## config.mk

```make
export PLATFORM = sky130hd
export DESIGN_NAME = register_view_controller
export DESIGN_NICKNAME = d
export VERILOG_FILES = /design/src/rtl/peripherals_pkg.sv /design/src/rtl/register_view_controller_debouncer.sv /design/src/rtl/register_view_controller.sv
export SDC_FILE = /design/constraint.sdc
export NUM_CORES = 1
export LEC_CHECK = 0
export BUFFER_PORTS_ARGS = -buffer_cell sky130_fd_sc_hd__buf_2
export CAP_MARGIN = 10
export CORE_MARGIN = 2
export CORE_UTILIZATION = 40
export CTS_BUF_LIST = sky130_fd_sc_hd__clkbuf_4
export DETAILED_ROUTE_END_ITERATION = 12
export RECOVER_POWER = 50
export SLEW_MARGIN = 20
export SYNTH_ARGS = -nofsm -noshare
export SYNTH_HDL_FRONTEND = slang
export SYNTH_HIERARCHICAL = 1
export SYNTH_SLANG_ARGS = --single-unit
```

## constraint.sdc

```tcl
create_clock -name clock_100mhz -period 6.6 [get_ports clock_100mhz]
set_input_delay 1.32 -clock clock_100mhz [delete_from_list [all_inputs] [get_ports clock_100mhz]]
set_output_delay 1.32 -clock clock_100mhz [all_outputs]
set_load 0.01 [all_outputs]
```

## src/rtl/peripherals_pkg.sv

```systemverilog
// Shared types for the peripheral manager: button bundle, view modes and
// the decoded button action used by the register view controller.
package peripherals;

  // Raw or conditioned button set, one bit per physical button.
  typedef struct packed {
    logic center;
    logic up;
    logic down;
    logic left;
    logic right;
  } buttons_t;

  localparam int NUM_BUTTONS = $bits(buttons_t);

  // What the register view is currently showing.
  typedef enum logic [1:0] {
    VIEW_MANUAL = 2'd0,
    VIEW_AUTO   = 2'd1,
    VIEW_FROZEN = 2'd2
  } view_mode_t;

  // Single winning button press for a cycle.
  typedef enum logic [2:0] {
    ACT_NONE   = 3'd0,
    ACT_CENTER = 3'd1,
    ACT_UP     = 3'd2,
    ACT_DOWN   = 3'd3,
    ACT_LEFT   = 3'd4,
    ACT_RIGHT  = 3'd5
  } action_t;

  // Collapse simultaneous press pulses: center > up > down > left > right.
  function automatic action_t decode_action(input buttons_t pulses);
    action_t act;
    act = ACT_NONE;
    if (pulses.center)     act = ACT_CENTER;
    else if (pulses.up)    act = ACT_UP;
    else if (pulses.down)  act = ACT_DOWN;
    else if (pulses.left)  act = ACT_LEFT;
    else if (pulses.right) act = ACT_RIGHT;
    return act;
  endfunction

endpackage

```

## src/rtl/register_view_controller_debouncer.sv

```systemverilog
// Conditions one raw button pin: two-flop synchroniser, stability counter
// and a one-cycle pulse on each accepted rising edge.
module button_debouncer #(
  parameter int DEBOUNCE_CYCLES = 1_000_000
) (
  input  logic clock_100mhz,
  input  logic reset,
  input  logic raw,
  output logic stable,
  output logic pressed
);

  localparam int CNT_W = $clog2(DEBOUNCE_CYCLES + 1);
  localparam logic [CNT_W-1:0] CNT_LAST = CNT_W'(DEBOUNCE_CYCLES - 1);

  logic sync_meta;
  logic sync_out;
  logic [CNT_W-1:0] count;

  // Bring the asynchronous pin into the clock domain.
  always_ff @(posedge clock_100mhz) begin
    if (reset) begin
      sync_meta <= 1'b0;
      sync_out  <= 1'b0;
    end else begin
      sync_meta <= raw;
      sync_out  <= sync_meta;
    end
  end

  // Accept a new level only after it has differed for DEBOUNCE_CYCLES cycles in a row.
  always_ff @(posedge clock_100mhz) begin
    if (reset) begin
      stable  <= 1'b0;
      count   <= '0;
      pressed <= 1'b0;
    end else begin
      pressed <= 1'b0;
      if (sync_out != stable) begin
        if (count == CNT_LAST) begin
          stable  <= sync_out;
          count   <= '0;
          pressed <= sync_out;
        end else begin
          count <= count + CNT_W'(1);
        end
      end else begin
        count <= '0;
      end
    end
  end

endmodule

```

## src/rtl/register_view_controller.sv

```systemverilog
// Debug view selector: picks one CPU state word for the seven-segment
// display, with manual stepping, timed auto-scan and a frozen snapshot.
module register_view_controller
  import peripherals::*;
#(
  parameter int NUM_WORDS       = 8,
  parameter int DEBOUNCE_CYCLES = 1_000_000,
  parameter int DWELL_CYCLES    = 100_000_000,
  parameter int FLASH_CYCLES    = 25_000_000
) (
  input  logic                            clock_100mhz,
  input  logic                            reset,
  input  buttons_t                        buttons,
  input  logic [NUM_WORDS-1:0][31:0]      words,
  output logic [$clog2(NUM_WORDS)-1:0]    selected_idx,
  output logic [31:0]                     displayed_word,
  output view_mode_t                      mode,
  output logic                            flash
);

  localparam int IDX_W   = $clog2(NUM_WORDS);
  localparam int DWELL_W = $clog2(DWELL_CYCLES + 1);
  localparam int FLASH_W = $clog2(FLASH_CYCLES + 1);

  localparam logic [IDX_W-1:0]   LAST_IDX   = IDX_W'(NUM_WORDS - 1);
  localparam logic [DWELL_W-1:0] DWELL_LAST = DWELL_W'(DWELL_CYCLES - 1);
  localparam logic [FLASH_W-1:0] FLASH_LOAD = FLASH_W'(FLASH_CYCLES);

  logic [NUM_BUTTONS-1:0] raw_vec;
  logic [NUM_BUTTONS-1:0] pressed_vec;
  logic [NUM_BUTTONS-1:0] unused_stable;
  action_t                action;

  view_mode_t         next_mode;
  logic [IDX_W-1:0]   next_idx;
  logic [DWELL_W-1:0] dwell_count;
  logic [DWELL_W-1:0] next_dwell;
  logic [FLASH_W-1:0] flash_count;
  logic [31:0]        snapshot;
  logic               load_snapshot;

  function automatic logic [IDX_W-1:0] idx_inc(input logic [IDX_W-1:0] i);
    return (i == LAST_IDX) ? '0 : i + IDX_W'(1);
  endfunction

  function automatic logic [IDX_W-1:0] idx_dec(input logic [IDX_W-1:0] i);
    return (i == '0) ? LAST_IDX : i - IDX_W'(1);
  endfunction

  assign raw_vec = buttons;

  for (genvar b = 0; b < NUM_BUTTONS; b++) begin : g_debounce
    button_debouncer #(
      .DEBOUNCE_CYCLES(DEBOUNCE_CYCLES)
    ) u_debouncer (
      .clock_100mhz(clock_100mhz),
      .reset       (reset),
      .raw         (raw_vec[b]),
      .stable      (unused_stable[b]),
      .pressed     (pressed_vec[b])
    );
  end

  assign action = decode_action(buttons_t'(pressed_vec));
  assign flash  = (flash_count != '0);

  // Mode transitions, index stepping and dwell timing; a button always beats dwell expiry.
  always_comb begin
    next_mode     = mode;
    next_idx      = selected_idx;
    next_dwell    = '0;
    load_snapshot = 1'b0;
    case (mode)
      VIEW_MANUAL: begin
        case (action)
          ACT_UP:     next_idx = idx_inc(selected_idx);
          ACT_DOWN:   next_idx = idx_dec(selected_idx);
          ACT_RIGHT:  next_mode = VIEW_AUTO;
          ACT_LEFT: begin
            next_mode     = VIEW_FROZEN;
            load_snapshot = 1'b1;
          end
          ACT_CENTER: next_idx = '0;
          default:    next_idx = selected_idx;
        endcase
      end
      VIEW_AUTO: begin
        case (action)
          ACT_UP:     next_idx = idx_inc(selected_idx);
          ACT_DOWN:   next_idx = idx_dec(selected_idx);
          ACT_RIGHT:  next_mode = VIEW_MANUAL;
          ACT_LEFT: begin
            next_mode     = VIEW_FROZEN;
            load_snapshot = 1'b1;
          end
          ACT_CENTER: next_idx = '0;
          default: begin
            if (dwell_count == DWELL_LAST) begin
              next_idx = idx_inc(selected_idx);
            end else begin
              next_dwell = dwell_count + DWELL_W'(1);
            end
          end
        endcase
      end
      VIEW_FROZEN: begin
        case (action)
          ACT_LEFT:   next_mode = VIEW_MANUAL;
          ACT_CENTER: begin
            next_idx  = '0;
            next_mode = VIEW_MANUAL;
          end
          default:    next_mode = VIEW_FROZEN;
        endcase
      end
      default: next_mode = VIEW_MANUAL;
    endcase
  end

  // Mode, index, dwell counter and snapshot registers.
  always_ff @(posedge clock_100mhz) begin
    if (reset) begin
      mode         <= VIEW_MANUAL;
      selected_idx <= '0;
      dwell_count  <= '0;
      snapshot     <= '0;
    end else begin
      mode         <= next_mode;
      selected_idx <= next_idx;
      dwell_count  <= next_dwell;
      if (load_snapshot) begin
        snapshot <= words[selected_idx];
      end
    end
  end

  // Restart the full flash indication on every index change, otherwise count down.
  always_ff @(posedge clock_100mhz) begin
    if (reset) begin
      flash_count <= '0;
    end else if (next_idx != selected_idx) begin
      flash_count <= FLASH_LOAD;
    end else if (flash_count != '0) begin
      flash_count <= flash_count - FLASH_W'(1);
    end
  end

  // Register the shown word from the upcoming index so it moves together with selected_idx.
  always_ff @(posedge clock_100mhz) begin
    if (reset) begin
      displayed_word <= '0;
    end else if (next_mode == VIEW_FROZEN) begin
      displayed_word <= load_snapshot ? words[selected_idx] : snapshot;
    end else begin
      displayed_word <= words[next_idx];
    end
  end

endmodule

```

==> results.toml <==
[critical_path]
setup.worst_path.class = "flip-flop to flip-flop"
regToRegSetupSlack_ns = 2.30
endpoint_kind = "flip-flop"
crit_fanout = 64
worstPathArrival_ns = 4.88
worstSetupStartpointType = "flip-flop"
critPathRequiredTime_ns = 7.18

[flow_run]
maxCapViolations = 7

[drt]
wl_mm = 45.85
wl_per_cell_um = 19.07
vias = 13940
first_iter_violations = 874
drc = 0
postRouteAntennaNets = 0
dr.pass1.iters = 5
vias_per_cell = 5.799

[finish]
nets = 2164
fin_util_pct = 47.44
fill_cells = 3480
final_common_cell = "buf_2"
mostFrequentLayoutCells = "buf_2, dfxtp_1, nand2_1, nor2_1, clkbuf_4"
area_delta_synth_final_pct = 16.92
drive_gt1_share_pct = 26.68
seq_area_mm2 = 0.004833
multi_input_area_mm2 = 0.008920

[sta]
finalCritPeriodShare_pct = 65.20
tightest_slew_ns = 2.843
timing.final.crit_period_ns = 4.303
max_freq_ghz = 0.2324
finalHoldViolations = 0
worst_slew_margin_rel_pct = -89.51
finalSetupViolCount = 0
skew_ns = 0.06198
finalMaxSlewViolations = 201
rsz0062_at_grt = "false"
final.setup.tns_ns = 0

[floorplanning]
rows = 69
initial_utilization_pct = 40.57
chipHeight_um = 193.7
die_area_mm2 = 0.03752
fp.coreArea_mm2 = 0.03548
die_w_um = 193.7
io_pins = 301

[global_routing]
antenna_found_initial = 8
grt_overflow = 0
grtUsageMet1_pct = 28.95
grt_util_all_layers_pct = 23.44
grt_pass1_wl_mm = 71.68
grt_max_degree = 67
grt_pass1_vias = 13410
grt_busiest_layer = "met2"
use_met3_pct = 5.027
met2_usage_pct = 38.80

[power]
powerDensity_mw_per_mm2 = 213.0
ir_drop_mv = 0.1167
finalPower_mw = 3.586
p_leak_nw = 6.577

[clock_network]
clock_sinks = 241
ctsResizeCount = 0
post_cts_buffers = 0
clockBufferDepth = 3
insertion_delay_ns = 0.70
htree_num_levels = 3
tritoncts = "yes"
numCtsBuffers = 70
clk_pin_slew_ns = 0.07
root_buffer = "clkbuf_4"
postCtsHoldBufs = 0

[logic_synthesis]
synth_top_flop_cell = "dfxtp_1"
yosysWarnings = 6
yosysSeqAreaShare_pct = 33.51
syn_area_per_cell_um2 = 8.936
ys_types = 72
synth_edf_count = 0
synth_seq_cells = 241
syn-instance-count = 1611
syn-cell-area_mm2 = 0.01440
async_reset_ff_share_pct = 0
synth_nets = 1885

[place]
numPortBuffers = 300
dp_hpwl_mm = 32.53
place_congestion = 0.9694

[outcome]
status = "finished, violations left"
violations = "capacitance limit, slew limit"

[worst_hold_path]
min_path_type = "flip-flop to flip-flop"
flip-flops by register name, indices dropped and copies added, names as in the netlist:
register and count:
mode 2, displayed_word 32, snapshot 32, g_debounce.u_debouncer/sync_out 5, g_debounce.u_debouncer/sync_meta 5, flash_count 25
dwell_count 27, g_debounce.u_debouncer/count 100, g_debounce.u_debouncer/pressed 5, selected_idx 3, g_debounce.u_debouncer/stable 5
where the power goes:
part	total (mW)	internal, mW	switching, mW
combinational	0.601	0.284	0.317
clock	1.41	0.763	0.651
sequential	1.57	1.52	0.0507
total	3.59	2.57	1.02
logic make-up after synthesis:
| kind of cell | share of synthesized area (%) |
|---|---|
| AOI/OAI and AO/OA | 13.12 |
| xor gates and xnor gates | 6.814 |
| adders and majority gates | 0.9560 |
| DFF | 33.51 |
| and+or+nand+nor | 26.17 |
| muxes | 15.16 |
| buffers and inverters | 4.267 |
Yosys cell counts, types with 14 or more instances:
library cell / count / share of area (%)
a21oi_1: 54 / 1.9
a22oi_1: 33 / 1.7
a311oi_1: 32 / 1.9
a31oi_1: 30 / 1.3
a32o_1: 27 / 1.9
and3_1: 34 / 1.5
buf_6: 14 / 1.1
clkbuf_1: 54 / 1.4
dfxtp_1: 241 / 34
mux2i_1: 74 / 5.1
mux4_2: 64 / 10
nand2_1: 229 / 6.0
nand3_1: 94 / 3.3
nand4_1: 35 / 1.5
nor2_1: 164 / 4.3
nor3_1: 21 / 0.73
o21ai_0: 32 / 1.1
o31ai_1: 15 / 0.78
or3_1: 20 / 0.87
or4_1: 23 / 1.2
xnor2_1: 53 / 3.2
xor2_1: 59 / 3.6
final timing paths:
| path | cells past startpoint | end | start |
|---|---|---|---|
| max | 5 | displayed_word[8] | g_debounce[3].u_debouncer/pressed |
| min | 1 | g_debounce[4].u_debouncer/pressed | g_debounce[4].u_debouncer/stable |
| max reg2reg | 5 | displayed_word[8] | g_debounce[3].u_debouncer/pressed |
| min reg2reg | 1 | g_debounce[4].u_debouncer/pressed | g_debounce[4].u_debouncer/stable |
worst max-delay path, stage by stage, from the launching register on:
cell,delay [ns]
dfxtp_1,0.47
or3_1,0.52
nor3b_1,0.24
clkbuf_1,2.02
a311oi_1,0.49
a32o_1,0.41
metal layers:
layer / up-vias / part of all wire [%]
li1: 6590 / -
met1: 6642 / 41
met2: 588 / 47
met3: 120 / 7.9
met4: 0 / 4.2
met5: - / 0
area by class of cell:
| class | instances | share of cell area (%) |
|---|---|---|
| antenna | 9 | 0.1338 |
| timing repair buffer | 313 | 9.403 |
| sequential | 241 | 28.71 |
| tap | 461 | 3.427 |
| clock buffer | 99 | 4.415 |
| inverter | 8 | 0.1784 |
| clock inverter | 17 | 0.7359 |
| multi-input combinational | 1256 | 52.99 |
metrics by stage:
stage / hold WS (ns) / area, um2 / worst slack [ns] / std cells
global route: 0.4541 / 16830 / 1.995 / 2403
floorplan: 0.4138 / 14400 / 3.311 / 1611
global placement: 0.4310 / 16020 / 2.513 / 2278
CTS: 0.4217 / 16880 / 2.276 / 2394
detailed placement: 0.4246 / 16020 / 2.473 / 2278
finish: 0.4146 / 16830 / 2.297 / 2404
Note: power is estimated with default switching activity, not from simulation.
